$ cat config.mk
export PLATFORM = sky130hd
export DESIGN_NAME = l1a_readout_flat
export DESIGN_NICKNAME = d
export VERILOG_FILES = /design/src/rtl/l1a_readout_if.sv /design/src/rtl/l1a_readout.sv /design/src/flat_wrapper.sv
export SDC_FILE = /design/constraint.sdc
export NUM_CORES = 2
export LEC_CHECK = 0
export ABC_CLOCK_PERIOD_IN_PS = 5600
export BUFFER_PORTS_ARGS = -buffer_cell sky130_fd_sc_hd__buf_2
export CAP_MARGIN = 30
export CORE_MARGIN = 4
export CORE_UTILIZATION = 57
export DETAILED_ROUTE_END_ITERATION = 6
export PLACE_DENSITY_LB_ADDON = 0.15
export SLEW_MARGIN = 0
export SYNTH_ARGS = -nofsm -noshare
export SYNTH_HDL_FRONTEND = slang
export SYNTH_SLANG_ARGS = --single-unit
$ cat constraint.sdc
create_clock -name clk -period 5.6 [get_ports clk]
set_input_delay 1.12 -clock clk [delete_from_list [all_inputs] [get_ports clk]]
set_output_delay 1.12 -clock clk [all_outputs]
set_load 0.01 [all_outputs]
$ cat src/rtl/l1a_readout_if.sv
// l1a_readout_if: first-word-fall-through readout port from the event FIFO to the DAQ
interface l1a_readout_if #(
    parameter int WIDTH = 36
);
    logic [WIDTH-1:0] dout;
    logic             dout_valid;
    logic             dout_ready;
    modport master (output dout, output dout_valid, input dout_ready);
    modport slave (input dout, input dout_valid, output dout_ready);
endinterface

$ cat src/rtl/l1a_readout.sv
// l1a_readout: captures L1A-windowed frames as header/data/trailer events into a FWFT output FIFO
module l1a_readout #(
    parameter int WIDTH = 36,
    parameter int DEPTH = 64
) (
    input  logic             clk,
    input  logic             rst,
    input  logic [WIDTH-1:0] din,
    input  logic             valor,
    input  logic             l1a,
    input  logic [3:0]       l1a_window,
    l1a_readout_if.master    rd,
    output logic             busy,
    output logic             l1a_lost,
    output logic [7:0]       lost_cnt,
    output logic [11:0]      l1a_cnt
);
    localparam int AW = $clog2(DEPTH);
    typedef enum logic [1:0] {IDLE, DATA, TRAIL} state_t;
    state_t           state, state_nx;
    logic [WIDTH-1:0] mem [DEPTH];
    logic [AW-1:0]    wp, rp, rp_nx;
    logic [AW:0]      count, count_nx, free;
    logic [3:0]       n_req, left;
    logic [11:0]      e_nx, e_r;
    logic [4:0]       wcnt;
    logic             accept, push, pop;
    logic [WIDTH-1:0] wdata;

    assign n_req    = l1a_window == 4'd0 ? 4'd10 : l1a_window;
    assign e_nx     = l1a_cnt + 12'd1;
    assign free     = (AW+1)'(DEPTH) - count;
    assign accept   = l1a && state == IDLE && free >= (AW+1)'(n_req) + (AW+1)'(2);
    assign pop      = rd.dout_valid && rd.dout_ready;
    assign count_nx = count + (AW+1)'(push) - (AW+1)'(pop);
    assign rp_nx    = rp + AW'(pop);
    assign busy     = state != IDLE;

    // next state and the single FIFO write per cycle (header, frame or trailer)
    always_comb begin
        state_nx = state;
        push     = 1'b0;
        wdata    = din;
        case (state)
            IDLE: if (accept) begin
                push     = 1'b1;
                wdata    = {4'hA, e_nx, n_req, 15'b0, valor};
                state_nx = valor ? DATA : TRAIL;
            end
            DATA: begin
                push     = 1'b1;
                state_nx = left == 4'd1 ? TRAIL : DATA;
            end
            TRAIL: begin
                push     = 1'b1;
                wdata    = {4'hE, e_r, 4'b0, 16'(wcnt) + 16'd1};
                state_nx = IDLE;
            end
            default: state_nx = IDLE;
        endcase
    end

    // event bookkeeping: state, window countdown, event number, words written, L1A counters
    always_ff @(posedge clk) begin
        if (rst) begin
            state    <= IDLE;
            left     <= '0;
            e_r      <= '0;
            wcnt     <= '0;
            l1a_lost <= 1'b0;
            lost_cnt <= '0;
            l1a_cnt  <= '0;
        end else begin
            state    <= state_nx;
            left     <= accept ? n_req : state == DATA ? left - 4'd1 : left;
            e_r      <= accept ? e_nx : e_r;
            wcnt     <= accept ? 5'd1 : state == DATA ? wcnt + 5'd1 : wcnt;
            l1a_lost <= l1a && !accept;
            lost_cnt <= l1a && !accept && lost_cnt != 8'hFF ? lost_cnt + 8'd1 : lost_cnt;
            l1a_cnt  <= l1a ? e_nx : l1a_cnt;
        end
    end

    // FIFO storage, written without reset
    always_ff @(posedge clk) begin
        if (push) mem[wp] <= wdata;
    end

    // pointers plus registered head word; a write landing on the next head slot is bypassed
    always_ff @(posedge clk) begin
        if (rst) begin
            wp            <= '0;
            rp            <= '0;
            count         <= '0;
            rd.dout       <= '0;
            rd.dout_valid <= 1'b0;
        end else begin
            wp            <= wp + AW'(push);
            rp            <= rp_nx;
            count         <= count_nx;
            rd.dout_valid <= count_nx != '0;
            rd.dout       <= count_nx == '0 ? '0 : push && wp == rp_nx ? wdata : mem[rp_nx];
        end
    end
endmodule

$ cat src/flat_wrapper.sv
// flat-port wrapper written by rule: the top's interface ports become plain ports
module l1a_readout_flat 
#(
    parameter int WIDTH = 36,
    parameter int DEPTH = 64
)
  (clk, rst, din, valor, l1a, l1a_window, busy, l1a_lost, lost_cnt, l1a_cnt, rd_dout, rd_dout_valid, rd_dout_ready);
  l1a_readout_if #(.WIDTH(WIDTH)) rd_i ();
  input  logic clk;
  input  logic rst;
  input  logic [WIDTH-1:0] din;
  input  logic valor;
  input  logic l1a;
  input  logic [3:0] l1a_window;
  output logic busy;
  output logic l1a_lost;
  output logic [7:0] lost_cnt;
  output logic [11:0] l1a_cnt;
  output wire logic [$bits(rd_i.dout)-1:0] rd_dout;
  output wire logic [$bits(rd_i.dout_valid)-1:0] rd_dout_valid;
  input wire logic [$bits(rd_i.dout_ready)-1:0] rd_dout_ready;
  assign rd_dout = rd_i.dout;
  assign rd_dout_valid = rd_i.dout_valid;
  assign rd_i.dout_ready = rd_dout_ready;
  l1a_readout #(.WIDTH(WIDTH), .DEPTH(DEPTH)) u_core (.clk(clk), .rst(rst), .din(din), .valor(valor), .l1a(l1a), .l1a_window(l1a_window), .rd(rd_i), .busy(busy), .l1a_lost(l1a_lost), .lost_cnt(lost_cnt), .l1a_cnt(l1a_cnt));
endmodule
==> qor.csv <==
metric,value,unit
run status,"finished, final reports clean",
worst hold path class,flip-flop to flip-flop,
gr usage total,29.21,%
Starting Density,57.46,%
total power,52.18,mW
grt ovf,0,
DR iter-0 viols,7130,
Fmax,0.2122,GHz
CTS Buf Count,229,
Post-synth top flop,edfxtp_1,
"Reg clk slew, reported paths",60,ps
routed vias/inst,6.635,
cell area after synthesis,93740,um2
# port buffers,103,
sequential share of the synthesized area,75.95,%
Post-DP Area,99700,um2
vias,47940,
Synth Register Bits,2404,
Post-synth EDFFs,2304,
clk sink count,2404,
final hold viol count,0,
hold wc startpoint,u_core.e_r[10],
DR DRC count,0,
final slew viol count,0,
vias in the first global route,46630,
num rows,148,
Pwr Density,487.6,nW/um2
depth of the CTS H-tree,4,
top-level I/O count,104,
Syn-to-layout area delta,14.16,%
crit start category,primary input,
synth warn,0,
Layout Nets,4932,
min Tclk post-route,4713,ps
Final Routed Wirelength,245800,um
initial antenna violation count,9,
Die ar.,171000,um2
syn_area_per_cell,20.82,um2
Post-CTS Setup Bufs,0,
Worst Max-Slew Pin Slew,1058,ps
Core Region,163100,um2
first-pass GRT wire length,350400,um
CP Class,primary input to flip-flop,
library cells used by synthesis,69,
top area cells in the synthesized netlist,"edfxtp_1 74%, mux4_2 14%, dfxtp_1 2.1%",
CTS tree,built,
final instance area,107000,um2
RSZ-0062 raised after global routing,false,
Hold Path Depth,2,
Avg WL per Cell,34.02,um
# fillers,10610,
worst-path maximum fanout,10,
largest net degree at the start of global routing,95,
cts repair resizes,0,
Clk Tree Root Cell,clkbuf_16,
FF-to-FF path depth,19,
Die H,413.5,um
Setup crit end kind,flip-flop,
Pleak,33.65,nW
Post-synth ARST share,0,%
Setup TNS Final,0,ps
critical path arrival,5490,ps
Reg2Reg Setup Slack,1010,ps
VDD IR-drop max,496.7,uV
CTS Hold Bufs,0,
1st-pass router iterations,6,
worst r2r src,u_core.count[0],
share of cells above drive strength 1,28.21,%
r2r endpoint,u_core.rd.dout[1],
Synth area leader,edfxtp_1,
RD Place Congestion,0.9122,
worst endpoint required time,6370,ps
clk_skew,21.39,ps
Max clock buf depth,3,
Tcrit/Tclk final,84.16,%
clk_lat worst skew,850,ps
die span in x,413.5,um
max_slew headroom,29.45,%
number of nets with antenna violations after routing,0,
post-synth top area share,73.81,%
dpl hpwl,146900,um
WHS Endpoint,u_core.e_r[10],
Mapped Cells,4503,
max_cap viols,0,
Post-Synthesis Net Count,4580,
"Setup violations, final",0,
==> how the worst max path moves through the flow <==
stage | from | slack [ps] | endpoint | cells past startpoint
2_1_floorplan | l1a_window[0] | 30 | u_core.rd.dout[10] | 20
3_3_place_gp | l1a_window[2] | 180 | u_core.rd.dout[3] | 21
3_5_place_dp | l1a_window[2] | 160 | u_core.rd.dout[1] | 21
4_1_cts | l1a_window[2] | 1040 | u_core.rd.dout[1] | 21
5_1_grt | l1a_window[2] | 700 | u_core.rd.dout[3] | 21
6_report | l1a_window[0] | 890 | u_core.rd.dout[1] | 21
==> area by class of cell <==
type,count,area (um2),area share (%)
inverters,86,322.8,0.3017
multi-input cells,1758,21870,20.44
clock buffers,292,6143,5.741
repair buffers,376,3603,3.367
clock inverters,129,1146,1.071
well taps,2175,2721,2.543
diodes,5,12.51,0.01169
flip-flops and latches,2404,71190,66.52
==> cell families (layout without fill, tap and decap cells) <==
kind of cell / count (synthesis) / in the layout / share of synthesized area (%)
compound gates: 341 / 341 / 2.695
xor+xnor: 56 / 56 / 0.5433
fa+ha+maj: 32 / 32 / 0.4351
buf+inv: 341 / 883 / 1.495
flops: 2404 / 2404 / 75.95
mux: 710 / 710 / 15.28
other cells: 0 / 5 / 0
simple gates: 619 / 619 / 3.603
==> registers in the layout, summed over array words and instances, names as in the netlist <==
register and flops:
u_core.count 7, u_core.e_r 12, u_core.l1a_cnt 12, u_core.l1a_lost 1
u_core.left 4, u_core.lost_cnt 8, u_core.mem 2304, u_core.rd.dout 36
u_core.rd.dout_valid 1, u_core.rp 6, u_core.state 2, u_core.wcnt 5
u_core.wp 6
==> cells in the final DEF (no fill, tap or decap), types with 29 or more instances in the layout <==
cell type  synthesis  final
inv_1             85     85
buf_4              0    190
clkinv_2           0     46
mux2i_1          133    133
ha_1              31     29
o31a_1            31     31
nor2_1           146     81
mux4_2           577    577
a21oi_1           51     51
clkbuf_1         148     51
nand2_1           55     55
buf_2             67    103
nand2b_1         177    177
o22ai_1          105    105
buf_12             0     81
dfxtp_1          100    100
a2111oi_0         31     31
nor2b_1           72     72
clkinv_1           1     50
xnor2_1           32     32
nor2_4             0     65
clkbuf_16          0    234
nand4_1           54     54
edfxtp_1        2304   2304
==> routing by layer <==
layer,up-vias,track usage (%),part of all wire (%)
li1,19320,-,-
met1,25490,44.19,40
met2,2758,43.27,46
met3,367,6.107,11
met4,0,9.692,3.4
met5,-,0,0
==> cell usage after synthesis, types with 9 or more instances <==
cell	number
nor3_1	20
a211o_1	9
o21ai_0	15
and2_1	15
a21oi_1	51
edfxtp_1	2304
inv_1	85
nand2b_1	177
o22ai_1	105
or3_1	18
o31a_1	31
xnor2_1	32
nand3_1	17
a31oi_1	9
a211oi_2	20
buf_1	35
nor2b_1	72
xor2_1	23
nand2_1	55
mux2i_1	133
a211oi_1	11
buf_2	67
nor2_1	146
a22o_1	13
dfxtp_1	100
ha_1	31
nand4_1	54
mux4_2	577
clkbuf_1	148
a2111oi_0	31
and3_1	15
==> stage by stage <==
stage                     std cells  worst slack, ps  hold slack [ps]  util [%]
after floorplan                4503            30.71            436.0         -
after global placement         6792            179.3            443.6     61.03
after detailed placement       6798            162.1            450.7     61.11
after CTS                      7219             1045            459.7     65.58
after global routing           7222            704.3            483.8     65.59
final                          7225            887.1            463.8     65.60
==> report_power, final <==
group          internal (mW)  switching, mW
clock network           8.55           6.52
registers               22.8          0.295
logic                   5.56           8.50
==> critical path: stages <==
cell      delay [ps]
buf_2            130
nor3_1            60
or2_2            310
ha_1             280
inv_1             40
ha_1             300
a21o_1           180
a31oi_1          220
o211ai_1         170
a21oi_1          340
nor2_1           160
ha_1             240
fa_1             420
nor2b_1          140
o21a_1           180
or3_1            320
nand4_1          110
a21o_1           220
buf_4            250
o22ai_1          100
a31oi_1          170
No activity file was read; power rests on OpenSTA's default activity.
